--- config.mk ---
export PLATFORM = sky130hd
export DESIGN_NAME = decode_accum
export DESIGN_NICKNAME = d
export VERILOG_FILES = /design/src/rtl/decode_accum.sv
export SDC_FILE = /design/constraint.sdc
export NUM_CORES = 1
export LEC_CHECK = 0
export BUFFER_PORTS_ARGS = -buffer_cell sky130_fd_sc_hd__buf_4
export CAP_MARGIN = 20
export CORE_ASPECT_RATIO = 0.6
export CORE_MARGIN = 2
export CORE_UTILIZATION = 50
export DETAILED_ROUTE_END_ITERATION = 10
export GPL_ROUTABILITY_DRIVEN = 1
export PLACE_DENSITY_LB_ADDON = 0.12
export SKIP_CTS_REPAIR_TIMING = 1
export SLEW_MARGIN = 20
export SYNTH_ARGS = -nofsm -noshare
export SYNTH_HDL_FRONTEND = slang
export SYNTH_SLANG_ARGS = --single-unit
--- constraint.sdc ---
create_clock -name clk_i -period 2.6 [get_ports clk_i]
set_input_delay 0.52 -clock clk_i [delete_from_list [all_inputs] [get_ports clk_i]]
set_output_delay 0.52 -clock clk_i [all_outputs]
set_load 0.005 [all_outputs]
--- src/rtl/decode_accum.sv ---
// Streaming index decoder: each beat decodes to a one-hot / thermometer / inverse
// thermometer mask, OR-accumulated across a burst and emitted once per burst.
module decode_accum #(
    parameter int Width    = 8,
    parameter int MaxBeats = 16,
    localparam int IdxW    = $clog2(Width),
    localparam int CntW    = $clog2(MaxBeats + 1)
) (
    input  logic             clk_i,
    input  logic             rst_ni,
    input  logic [IdxW-1:0]  in_idx_i,
    input  logic [1:0]       in_mode_i,
    input  logic             in_last_i,
    input  logic             in_valid_i,
    output logic             in_ready_o,
    output logic [Width-1:0] out_mask_o,
    output logic [CntW-1:0]  out_cnt_o,
    output logic             out_err_o,
    output logic             out_valid_o,
    input  logic             out_ready_i
);

    // Handshake: a beat (input) or burst (output) transfers on a rising clock edge
    // where valid and ready are both high; valid never waits on ready.

    localparam logic [IdxW:0]   WidthExt = (IdxW + 1)'(Width);
    localparam logic [CntW-1:0] MaxCnt   = CntW'(MaxBeats);

    localparam logic [1:0] ModeThermo    = 2'd1;
    localparam logic [1:0] ModeInvThermo = 2'd2;

    // IDLE means the next accepted beat is the first beat of a burst.
    typedef enum logic {
        IDLE  = 1'b0,
        ACCUM = 1'b1
    } state_e;

    state_e             state_q, state_d;
    logic [1:0]         mode_q, mode_d;
    logic [Width-1:0]   acc_q, acc_d;
    logic [CntW-1:0]    cnt_q, cnt_d;
    logic               err_q, err_d;

    logic [Width-1:0]   out_mask_q, out_mask_d;
    logic [CntW-1:0]    out_cnt_q, out_cnt_d;
    logic               out_err_q, out_err_d;
    logic               out_valid_q, out_valid_d;

    logic [1:0]         mode_eff;
    logic               oor;
    logic [Width-1:0]   dec;
    logic               beat_ok;
    logic [Width-1:0]   mask_next;
    logic [CntW-1:0]    cnt_inc;
    logic               err_next;

    // A single-beat burst uses its own mode because the latch is only consulted in ACCUM.
    assign mode_eff = (state_q == IDLE) ? in_mode_i : mode_q;

    always_comb begin
        oor = ({1'b0, in_idx_i} >= WidthExt);
        dec = '0;
        for (int i = 0; i < Width; i++) begin
            case (mode_eff)
                ModeThermo:    dec[i] = (IdxW'(i) <= in_idx_i);
                ModeInvThermo: dec[i] = (IdxW'(i) >= in_idx_i);
                default:       dec[i] = (IdxW'(i) == in_idx_i);
            endcase
        end
        // An out-of-range index must not contribute, even in thermometer mode.
        if (oor) begin
            dec = '0;
        end
    end

    // Last beats need the output slot free (or draining this cycle); others never stall.
    assign in_ready_o = !in_last_i || !out_valid_q || out_ready_i;
    assign beat_ok    = in_valid_i && in_ready_o;

    assign mask_next = acc_q | dec;
    assign cnt_inc   = (cnt_q >= MaxCnt) ? MaxCnt : cnt_q + CntW'(1);
    assign err_next  = err_q | oor;

    always_comb begin
        state_d     = state_q;
        mode_d      = mode_q;
        acc_d       = acc_q;
        cnt_d       = cnt_q;
        err_d       = err_q;
        out_mask_d  = out_mask_q;
        out_cnt_d   = out_cnt_q;
        out_err_d   = out_err_q;
        out_valid_d = out_valid_q;

        if (beat_ok && !in_last_i) begin
            acc_d   = mask_next;
            cnt_d   = cnt_inc;
            err_d   = err_next;
            state_d = ACCUM;
            if (state_q == IDLE) begin
                mode_d = in_mode_i;
            end
        end

        if (beat_ok && in_last_i) begin
            out_mask_d  = mask_next;
            out_cnt_d   = cnt_inc;
            out_err_d   = err_next;
            out_valid_d = 1'b1;
            acc_d       = '0;
            cnt_d       = '0;
            err_d       = 1'b0;
            mode_d      = '0;
            state_d     = IDLE;
        end else if (out_ready_i) begin
            out_valid_d = 1'b0;
        end
    end

    always_ff @(posedge clk_i or negedge rst_ni) begin
        if (!rst_ni) begin
            state_q     <= IDLE;
            mode_q      <= '0;
            acc_q       <= '0;
            cnt_q       <= '0;
            err_q       <= 1'b0;
            out_mask_q  <= '0;
            out_cnt_q   <= '0;
            out_err_q   <= 1'b0;
            out_valid_q <= 1'b0;
        end else begin
            state_q     <= state_d;
            mode_q      <= mode_d;
            acc_q       <= acc_d;
            cnt_q       <= cnt_d;
            err_q       <= err_d;
            out_mask_q  <= out_mask_d;
            out_cnt_q   <= out_cnt_d;
            out_err_q   <= out_err_d;
            out_valid_q <= out_valid_d;
        end
    end

    assign out_mask_o  = out_mask_q;
    assign out_cnt_o   = out_cnt_q;
    assign out_err_o   = out_err_q;
    assign out_valid_o = out_valid_q;

endmodule

==> reports/qor.csv <==
metric,value,unit
Horiz. Die Dim,76.3,microns
clock latency of the later-clocked register in the worst-skew pair,0.28,ns
Initial Util,0.535,
Final Hold Violating Endpoints,0,
critical path data required time,2.74,ns
die outline area,3610,sq um
ant diodes,0,
Final setup viols,0,
number of vias per cell after detailed routing,5.28,
proportion of netlist area held by the largest area contributor,0.479,
initial antenna violation count,0,
"leading cell types in the layout, fill and taps excluded","30 x sky130_fd_sc_hd__dfrtp_1, 24 x sky130_fd_sc_hd__buf_4, 21 x sky130_fd_sc_hd__nor2_1",
number of instances in the synthesized netlist,160,
final clock skew,0.00585,ns
relative max-transition margin,0.652,
detailed placement HPWL,2310,microns
max-cap check violation count,0,
count of cell types in the netlist,38,
crit path buf inv count,1,
achievable frequency,491,MHz
cells along the critical path,mux2i_1 > inv_1 > ha_1 > nand2b_2 > mux2i_1 > a311oi_2 > a21oi_1,
vias,1182,
sequential share of the synthesized area,0.479,
detailed-routing iteration count for the pre-antenna-repair pass,4,
H-Tree Depth,2,
cell occurring most often along the worst timing path,sky130_fd_sc_hd__mux2i_1,
area of the mapped netlist,1570,sq um
Comb power frac,0.254,
total detailed-routing wirelength,3190,microns
combined global-route utilization of all metal layers,0.201,
"Worst Setup Slack, final",0.563,ns
number of buffers created by CTS,5,
total grt overflow,0,
Post-Place Cell Area,1730,sq um
first-pass GRT wire length,5360,microns
Yosys warning total,0,
number of nets at the end of the flow,195,
violation count after the first detailed-routing iteration,94,
category of cells accounting for the largest share of critical-path delay,multiplexers,
post-route ant nets,0,
Sinks on Clock Net,30,
time the worst path needs with I/O delays and setup,2.04,ns
post-route cell area,1820,sq um
clk root buf,sky130_fd_sc_hd__clkbuf_8,
cell type with the highest aggregate area in the netlist,sky130_fd_sc_hd__dfrtp_1,
maximum number of pins on one net before global-route repair,31,
slew at the pin closest to its max-slew limit,0.521,ns
largest stage delay on the critical path,0.41,ns
# placed instances,216,
area added between synthesis and finish,16.3,%
ratio of final minimum period to clock period,0.783,
drt wl/cell,14.3,microns
cell internal pwr,927,uW
Finished Layout Cells,224,
Die Y-Extent,47.4,microns
# rows,15,
largest fanout of any net on the critical path,8,
count of buffers inserted at the top-level ports,24,
ranking of synthesized cells by area,"sky130_fd_sc_hd__dfrtp_1 48%, sky130_fd_sc_hd__nor2_1 5.0%, sky130_fd_sc_hd__nand2_1 4.6%, sky130_fd_sc_hd__a21oi_1 4.5%, sky130_fd_sc_hd__o31ai_1 3.8%",
result of the run,completed,
setup repair after global routing missed its margin,no,
most frequent standard cell in the layout excluding fill and tap cells,sky130_fd_sc_hd__dfrtp_1,
maximum buffer depth of the clock tree,2,
Max Transition Viols Final,0,
Crit-path slowest cell,sky130_fd_sc_hd__dfrtp_1,
Mapped Nets,174,
leak pwr,0.000850,uW
worst supply voltage drop on vdd,382,uV
kind of critical path,flop to flop,
setup_tns,0,ns
clock-pin transition on the worst setup and hold timing paths,0.06,ns
worst-case setup slack after placement,0.433,ns
area of the core,2930,sq um
CP endpoint kind,flop,
RePlAce Congestion,0.787,
switching portion of total power,0.298,
Final Util,0.622,
DRC,0,
worst hold path type,input pin to async pin,
clock tree from TritonCTS,yes,
number of global-route vias before repair,1110,
share of cells above drive strength 1,0.236,
Crit path arrival time,2.18,ns
register bit count reported by yosys,30,
Seq pwr share,0.456,
relative contribution of the clock network to total power,0.290,
top-level I/O count,26,
P_sw,393,uW
pwr dens,725,nW/um^2
synthesized area divided by synthesized cell count,9.79,sq um
Critical Path Source Type,flop,
==> per-stage QoR <==
step                hold WS (ns)  power, uW
finish                     0.156       1320
global route               0.173       1400
CTS                        0.164       1330
detailed placement         0.467        947
global placement           0.460        931
floorplan                  0.224        806
==> flip-flops by register name, indices dropped and copies added (netlist names) <==
signal       cells
mode_q           2
cnt_q            5
out_mask_o       8
out_valid_o      1
state_q          1
out_cnt_o        5
acc_q            8
==> synth_stat cells, drive strengths merged <==
| cell type | instances |
|---|---|
| a2111oi | 1 |
| a21boi | 1 |
| a21oi | 14 |
| a221oi | 1 |
| a311oi | 3 |
| a31oi | 3 |
| and2 | 1 |
| and3 | 1 |
| buf | 9 |
| clkbuf | 1 |
| conb | 1 |
| dfrtp | 30 |
| ha | 4 |
| inv | 8 |
| mux2 | 1 |
| mux2i | 5 |
| nand2 | 19 |
| nand2b | 5 |
| nand3 | 3 |
| nand3b | 1 |
| nor2 | 22 |
| nor2b | 1 |
| nor3 | 1 |
| nor4bb | 1 |
| o21a | 3 |
| o21ai | 9 |
| o21ba | 1 |
| o31ai | 8 |
| xnor2 | 1 |
| xor2 | 1 |
==> worst paths after layout <==
check | startpoint | end | slack [ns] | depth (start not counted)
worst max-delay path | state_q | out_mask_o[2] | 0.56 | 7
worst min-delay path | rst_ni | out_cnt_o[1] | 0.16 | 1
worst max register to register | state_q | out_mask_o[2] | 0.56 | 7
worst min register to register | out_cnt_o[2] | out_cnt_o[2] | 0.48 | 2
max in group asynchronous | rst_ni | cnt_q[3] | 2.16 | 1
min in group clk_i | out_cnt_o[2] | out_cnt_o[2] | 0.48 | 2
==> metal layers <==
layer  share of wire  routed length, microns  global-route usage
met1            0.50                    1600               0.267
met5               0                       0                   0
met4           0.015                      48              0.0982
met3           0.067                     215              0.0596
met2            0.42                    1330               0.313
==> cell families (layout without fill, tap and decap cells) <==
logic type	after synthesis	in the layout	share of synthesized area
xor+xnor	2	2	0.0112
fa+ha+maj	4	4	0.0320
buf+inv	18	40	0.0631
mux	6	6	0.0391
compound gates	44	44	0.204
simple gates	55	55	0.169
other cells	1	1	0.00239
flops	30	30	0.479
==> power groups by stage <==
stage	combinational [uW]	clock (uW)	sequential [uW]
after floorplan	202	0	604
after global placement	328	0	603
after detailed placement	337	0	610
after CTS	338	392	602
after global routing	376	411	614
final	336	383	601
==> cell type report <==
cell class / count / area (sq um)
flip-flops and latches: 30 / 751
inverters: 8 / 30.0
fillers: 255 / 1110
multi-input cells: 112 / 717
repair buffers: 24 / 180
well taps: 42 / 52.6
clock buffers: 7 / 86.3
clock inverters: 1 / 5.00
Note: power is estimated with default switching activity, not from simulation.
